`config.mk`:
```
export PLATFORM = sky130hd
export DESIGN_NAME = imm_encoder
export DESIGN_NICKNAME = d
export VERILOG_FILES = /design/src/rtl/imm_encoder_pkg.sv /design/src/rtl/imm_encoder_pack.sv /design/src/rtl/imm_encoder.sv
export SDC_FILE = /design/constraint.sdc
export NUM_CORES = 1
export LEC_CHECK = 0
export BUFFER_PORTS_ARGS = -buffer_cell sky130_fd_sc_hd__buf_2
export CORE_UTILIZATION = 40
export DETAILED_ROUTE_END_ITERATION = 8
export RECOVER_POWER = 25
export SLEW_MARGIN = 20
export SYNTH_ARGS = -nofsm -noshare
export SYNTH_HDL_FRONTEND = slang
export SYNTH_SLANG_ARGS = --single-unit
```
`constraint.sdc`:
```
create_clock -name clk -period 2.1 [get_ports clk]
set_input_delay 0.315 -clock clk [delete_from_list [all_inputs] [get_ports clk]]
set_output_delay 0.315 -clock clk [all_outputs]
set_load 0.02 [all_outputs]
```
`src/rtl/imm_encoder_pkg.sv`:
```
// imm_encoder_pkg: shared format codes, opcodes and request record for the instruction encoder
package imm_encoder_pkg;
   localparam logic [2:0] FMT_I = 3'b000;
   localparam logic [2:0] FMT_S = 3'b001;
   localparam logic [2:0] FMT_B = 3'b010;
   localparam logic [2:0] FMT_J = 3'b011;
   localparam logic [2:0] FMT_U = 3'b100;
   localparam logic [2:0] FMT_R = 3'b111;
   localparam logic [31:0] NOP_INSTR = 32'h00000013;
   localparam logic [6:0] OP_LOAD   = 7'b0000011;
   localparam logic [6:0] OP_IMM    = 7'b0010011;
   localparam logic [6:0] OP_AUIPC  = 7'b0010111;
   localparam logic [6:0] OP_STORE  = 7'b0100011;
   localparam logic [6:0] OP_REG    = 7'b0110011;
   localparam logic [6:0] OP_LUI    = 7'b0110111;
   localparam logic [6:0] OP_BRANCH = 7'b1100011;
   localparam logic [6:0] OP_JALR   = 7'b1100111;
   localparam logic [6:0] OP_JAL    = 7'b1101111;
   typedef struct packed {
      logic [2:0]  fmt;
      logic [6:0]  opcode;
      logic [4:0]  rd;
      logic [4:0]  rs1;
      logic [4:0]  rs2;
      logic [2:0]  funct3;
      logic [6:0]  funct7;
      logic [31:0] imm;
   } req_t;
endpackage

```
`src/rtl/imm_encoder_pack.sv`:
```
// imm_pack: combinational RV32I field packer with immediate range/alignment check
//   fmt/opcode/rd/rs1/rs2/funct3/funct7/imm in -> instr (NOP when illegal), err
module imm_pack
   import imm_encoder_pkg::*;
(
   input  logic [2:0]  fmt,
   input  logic [6:0]  opcode,
   input  logic [4:0]  rd,
   input  logic [4:0]  rs1,
   input  logic [4:0]  rs2,
   input  logic [2:0]  funct3,
   input  logic [6:0]  funct7,
   input  logic [31:0] imm,
   output logic [31:0] instr,
   output logic        err
);
   logic sx11, sx12, sx20, ok;
   logic [31:0] word;
   // an immediate fits in N+1 signed bits when everything above bit N copies the sign
   assign sx11 = &imm[31:11] | ~|imm[31:11];
   assign sx12 = &imm[31:12] | ~|imm[31:12];
   assign sx20 = &imm[31:20] | ~|imm[31:20];
   assign ok = (fmt == FMT_I || fmt == FMT_S) ? sx11 :
               fmt == FMT_B ? sx12 && !imm[0] :
               fmt == FMT_J ? sx20 && !imm[0] :
               fmt == FMT_U ? ~|imm[11:0] :
               fmt == FMT_R;
   assign word = fmt == FMT_I ? {imm[11:0], rs1, funct3, rd, opcode} :
                 fmt == FMT_S ? {imm[11:5], rs2, rs1, funct3, imm[4:0], opcode} :
                 fmt == FMT_B ? {imm[12], imm[10:5], rs2, rs1, funct3, imm[4:1], imm[11], opcode} :
                 fmt == FMT_J ? {imm[20], imm[10:1], imm[11], imm[19:12], rd, opcode} :
                 fmt == FMT_U ? {imm[31:12], rd, opcode} :
                 {funct7, rs2, rs1, funct3, rd, opcode};
   assign err = !ok;
   assign instr = ok ? word : NOP_INSTR;
endmodule

```
`src/rtl/imm_encoder.sv`:
```
// imm_encoder: two-stage valid/ready pipeline packing instruction fields into addressed RV32I words
//   in_*: request fields and handshake; out_*: packed word, error flag, byte address;
//   clr flushes the pipeline and counters; err_cnt counts emitted NOP substitutions (saturating)
module imm_encoder
   import imm_encoder_pkg::*;
#(
   parameter int ADDR_W = 32,
   parameter int CNT_W = 8,
   parameter logic [ADDR_W-1:0] BASE_ADDR = '0
) (
   input  logic              clk,
   input  logic              reset_n,
   input  logic              clr,
   input  logic              in_valid,
   output logic              in_ready,
   input  logic [2:0]        in_fmt,
   input  logic [6:0]        in_opcode,
   input  logic [4:0]        in_rd,
   input  logic [4:0]        in_rs1,
   input  logic [4:0]        in_rs2,
   input  logic [2:0]        in_funct3,
   input  logic [6:0]        in_funct7,
   input  logic [31:0]       in_imm,
   output logic              out_valid,
   input  logic              out_ready,
   output logic [31:0]       out_instr,
   output logic              out_err,
   output logic [ADDR_W-1:0] out_addr,
   output logic [CNT_W-1:0]  err_cnt
);
   localparam logic [CNT_W-1:0] CNT_MAX = '1;
   req_t s1_req;
   logic s1_v, s1_adv, s2_adv, acc, pk_err;
   logic [31:0] pk_instr;
   // S1 holds raw fields; legality and packing are evaluated on them and captured into S2
   imm_pack u_pack (
      .fmt(s1_req.fmt), .opcode(s1_req.opcode), .rd(s1_req.rd), .rs1(s1_req.rs1),
      .rs2(s1_req.rs2), .funct3(s1_req.funct3), .funct7(s1_req.funct7), .imm(s1_req.imm),
      .instr(pk_instr), .err(pk_err)
   );
   assign s2_adv = !out_valid || out_ready;
   assign s1_adv = s1_v && s2_adv;
   assign in_ready = reset_n && !clr && (!s1_v || s1_adv);
   assign acc = in_valid && in_ready;
   always_ff @(posedge clk or negedge reset_n)
      if (!reset_n) begin
         s1_v <= 1'b0;
         s1_req <= '0;
         out_valid <= 1'b0;
         out_instr <= '0;
         out_err <= 1'b0;
         out_addr <= BASE_ADDR;
         err_cnt <= '0;
      end else if (clr) begin
         s1_v <= 1'b0;
         out_valid <= 1'b0;
         out_err <= 1'b0;
         out_addr <= BASE_ADDR;
         err_cnt <= '0;
      end else begin
         if (out_valid && out_ready) begin
            out_addr <= out_addr + ADDR_W'(4);
            if (out_err && err_cnt != CNT_MAX) err_cnt <= err_cnt + 1'b1;
         end
         if (s2_adv) begin
            out_valid <= s1_v;
            if (s1_v) begin
               out_instr <= pk_instr;
               out_err <= pk_err;
            end
         end
         if (acc) begin
            s1_v <= 1'b1;
            s1_req <= '{in_fmt, in_opcode, in_rd, in_rs1, in_rs2, in_funct3, in_funct7, in_imm};
         end else if (s1_adv) s1_v <= 1'b0;
      end
endmodule

```
==> impl_metrics.csv <==
group,metric,value,unit
power,power_frac_clock,37.9,%
timing,finalMaxSlewViolations,142,
placed_design,gp_congestion,0.825,
floorplanning,start_util,41.4,%
timing,max_freq,499,MHz
cells_and_area,final_area,8330,um^2
logic_synthesis,synth_common_cells,"140 x dfrtp_1, 68 x mux2_2, 61 x nand2_1, 42 x nor2_1, 36 x o21ai_0",
cells_and_area,syn2layout_area_growth,25.4,%
logic_synthesis,synth_flop_cell,"dfrtp_1",
timing,fin_crit_sh,95.4,%
logic_synthesis,syn_area,6640,um^2
setup_path,startpoint_type,"flip-flop",
timing,min_period,2.00,ns
drt,drt_iter0_drc,305,
grt,grt_use_total,20.9,%
floorplanning,io_pins,147,
min_path,holdPathStages,2,
power,power,7.53,mW
setup_path,regToRegEndpoint,"out_instr[8]$_DFFE_PN0P_",
power,p_leak,3.79,nW
drt,vias_per_cell,5.32,
logic_synthesis,ys_seq_area_share,52.8,%
setup_path,crit_path_end_kind,"flip-flop",
grt,grt_pass1_wl,27.0,mm
drt,dr.pass1.iters,4,
power,p_per_area,904,nW/um^2
timing,hold_ws,0.119,ns
run,drv_cap,2,
logic_synthesis,netlist.area_leader.share,52.8,%
setup_path,cp.arrival,2.33,ns
logic_synthesis,yosys-top-cells-area,"dfrtp_1 53%, mux2_2 12%, nand2_1 3.4%",
logic_synthesis,avgSynthCellArea,10.8,um^2
placed_design,io_buffers,144,
logic_synthesis,synth_cell_types,48,
clock_network,clock_sinks,140,
min_path,min_to,"s1_req[47]$_DFFE_PN0P_",
grt,antenna_found_initial,1,
clock_network,cts_buffers,17,
clock_network,clk_latency,0.42,ns
timing,setup_tns,0,ns
setup_path,r2r-start,"s1_req[27]$_DFFE_PN0P_",
timing,final.setup_skew,0.00686,ns
setup_path,required,2.43,ns
placed_design,place_ws,0.0809,ns
placed_design,dp_hpwl,12.0,mm
clock_network,clock-root-buffer,"clkbuf_16",
drt,antenna_left,0,
cells_and_area,diodes,0,
setup_path,critPathMaxFanout,12,
status,violations,"max-capacitance violations, max-slew violations",
logic_synthesis,yosysMostFrequentCell,"dfrtp_1",
timing,slew-limit-headroom,-15.5,%
status,status,"finished with violations",
cells_and_area,finalNetCount,845,
grt,overflow,0,
floorplanning,dieArea,17100,um^2
min_path,timing.hold.worst.class,"in -> reg",
timing,setup_viol,0,
clock_network,path_clk_slew,0.06,ns
clock_network,htree_levels,4,
clock_network,cts_tree,"yes",
drt,drc_errors,0,
cells_and_area,nFillCells,1461,
setup_path,critPathKind,"reg -> reg",
min_path,min_from,"in_rs1[0]",
logic_synthesis,ys_ff_latch,140,
logic_synthesis,synthArstFlopShare,100,%
logic_synthesis,synth_area_leader_cell,"dfrtp_1",
floorplanning,core,16100,um^2
clock_network,cts_max_path_buffers,2,
floorplanning,placementRows,46,
power,intPower,5.32,mW
setup_path,r2r_cells,6,
drt,vias,5322,
drt,drt_wl_total,16.8,mm
drt,wl_per_cell,16.8,um
logic_synthesis,synthCells,613,
floorplanning,die-width,131,um
timing,hold_viol_final,0,
power,vdd_drop_max,0.592,mV
power,comb_power_share,18.3,%
grt,grt_max_degree,78,
timing,worstMarginPinSlew,1.73,ns
power,switching_share,29.3,%
placed_design,dpl_cell_area,7720,um^2
power,p_switching,2.21,mW
timing,fin_ws,0.0960,ns
power,p_seq_share,43.8,%
floorplanning,die_height,131,um
grt,grt_pass1_vias,5159,
timing,rsz0062_at_grt,"false",
cells_and_area,drive_gt1_share,38.0,%
logic_synthesis,synth_edf_count,0,
setup_path,rrSetupSlack,0.1,ns
logic_synthesis,synth_warnings,0,
-- worst max-delay path, stage by stage, from the launching register on --
cell and delay (ns):
dfrtp_1 0.39, nand4_1 0.15, or3_4 0.45, o41ai_4 0.34, a21oi_2 0.14, buf_4 0.19
o31ai_2 0.24
-- metrics by stage --
step | utilization (%) | cells
floorplan | - | 614
global placement | 48.1 | 963
detailed placement | 48.1 | 963
CTS | 51.6 | 995
global route | 51.9 | 1000
finish | 51.9 | 1000
-- worst max path at each step --
stage,to,start,slack [ns],depth (start not counted)
after floorplan,s1_req[0]$_DFFE_PN0P_,out_valid$_DFFE_PN0P_,0.03,7
after global placement,out_instr[8]$_DFFE_PN0P_,s1_req[27]$_DFFE_PN0P_,0.19,6
after detailed placement,out_addr[30]$_DFFE_PN0P_,out_addr[10]$_DFFE_PN0P_,0.08,5
after CTS,out_instr[8]$_DFFE_PN0P_,s1_req[27]$_DFFE_PN0P_,0.04,6
after global routing,out_instr[11]$_DFFE_PN0P_,s1_req[25]$_DFFE_PN0P_,0.0003,6
final,out_instr[8]$_DFFE_PN0P_,s1_req[27]$_DFFE_PN0P_,0.1,6
-- cell families after synthesis --
family	share of synthesized area, %
other cells	0.0565
compound gates	8.78
fa+ha+maj	0.377
buf+inv	3.20
mux	14.5
flops	52.8
xor+xnor	3.82
simple gates	16.5
-- state kept, by name, summed over array words and instances (netlist names) --
| name | flops |
|---|---|
| s1_v | 1 |
| out_addr | 30 |
| out_err | 1 |
| out_instr | 32 |
| err_cnt | 8 |
| out_valid | 1 |
| s1_req | 67 |
-- layer usage --
metal / global-route usage (%) / share of wire [%] / wire length, um / up-vias
met5: 0 / 0.078 / 13 / -
met4: 9.06 / 2.4 / 397 / 2
met3: 5.17 / 6.5 / 1090 / 33
met2: 32.3 / 47 / 7920 / 175
met1: 27.9 / 44 / 7340 / 2611
li1: - / - / - / 2501
-- placed cells by master, fill, tap and decap left out, types with 20 or more instances in the layout --
cell,count
mux2_2,68
nand3_1,32
nand2_1,61
dfrtp_1,139
o21ai_0,36
nor2_1,42
buf_2,144
xnor2_1,21
mux2i_1,20
buf_4,29
-- layout make-up --
type	instances	area, um^2	area share, %
inverter	7	26.3	0.315
sequential	140	3500	42.1
clock inverter	15	139	1.67
tap	216	270	3.24
timing repair buffer	178	1010	12.1
clock buffer	17	425	5.11
multi-input combinational	427	2960	35.5
-- power groups by stage --
| stage | combinational, mW | clock [mW] | sequential [mW] |
|---|---|---|---|
| after detailed placement | 1.35 | 0 | 3.35 |
| final | 1.38 | 2.85 | 3.30 |
| after global placement | 1.33 | 0 | 3.33 |
| after floorplan | 0.787 | 0 | 3.35 |
| after global routing | 1.51 | 3.06 | 3.34 |
| after CTS | 1.36 | 2.93 | 3.30 |
-- repair_timing --
item	in CTS	in global routing
gates resized for setup	0	4
hold buffers	0	0
setup endpoints to repair	0	16
setup buffers	0	5
(Power assumes the default switching activity.)
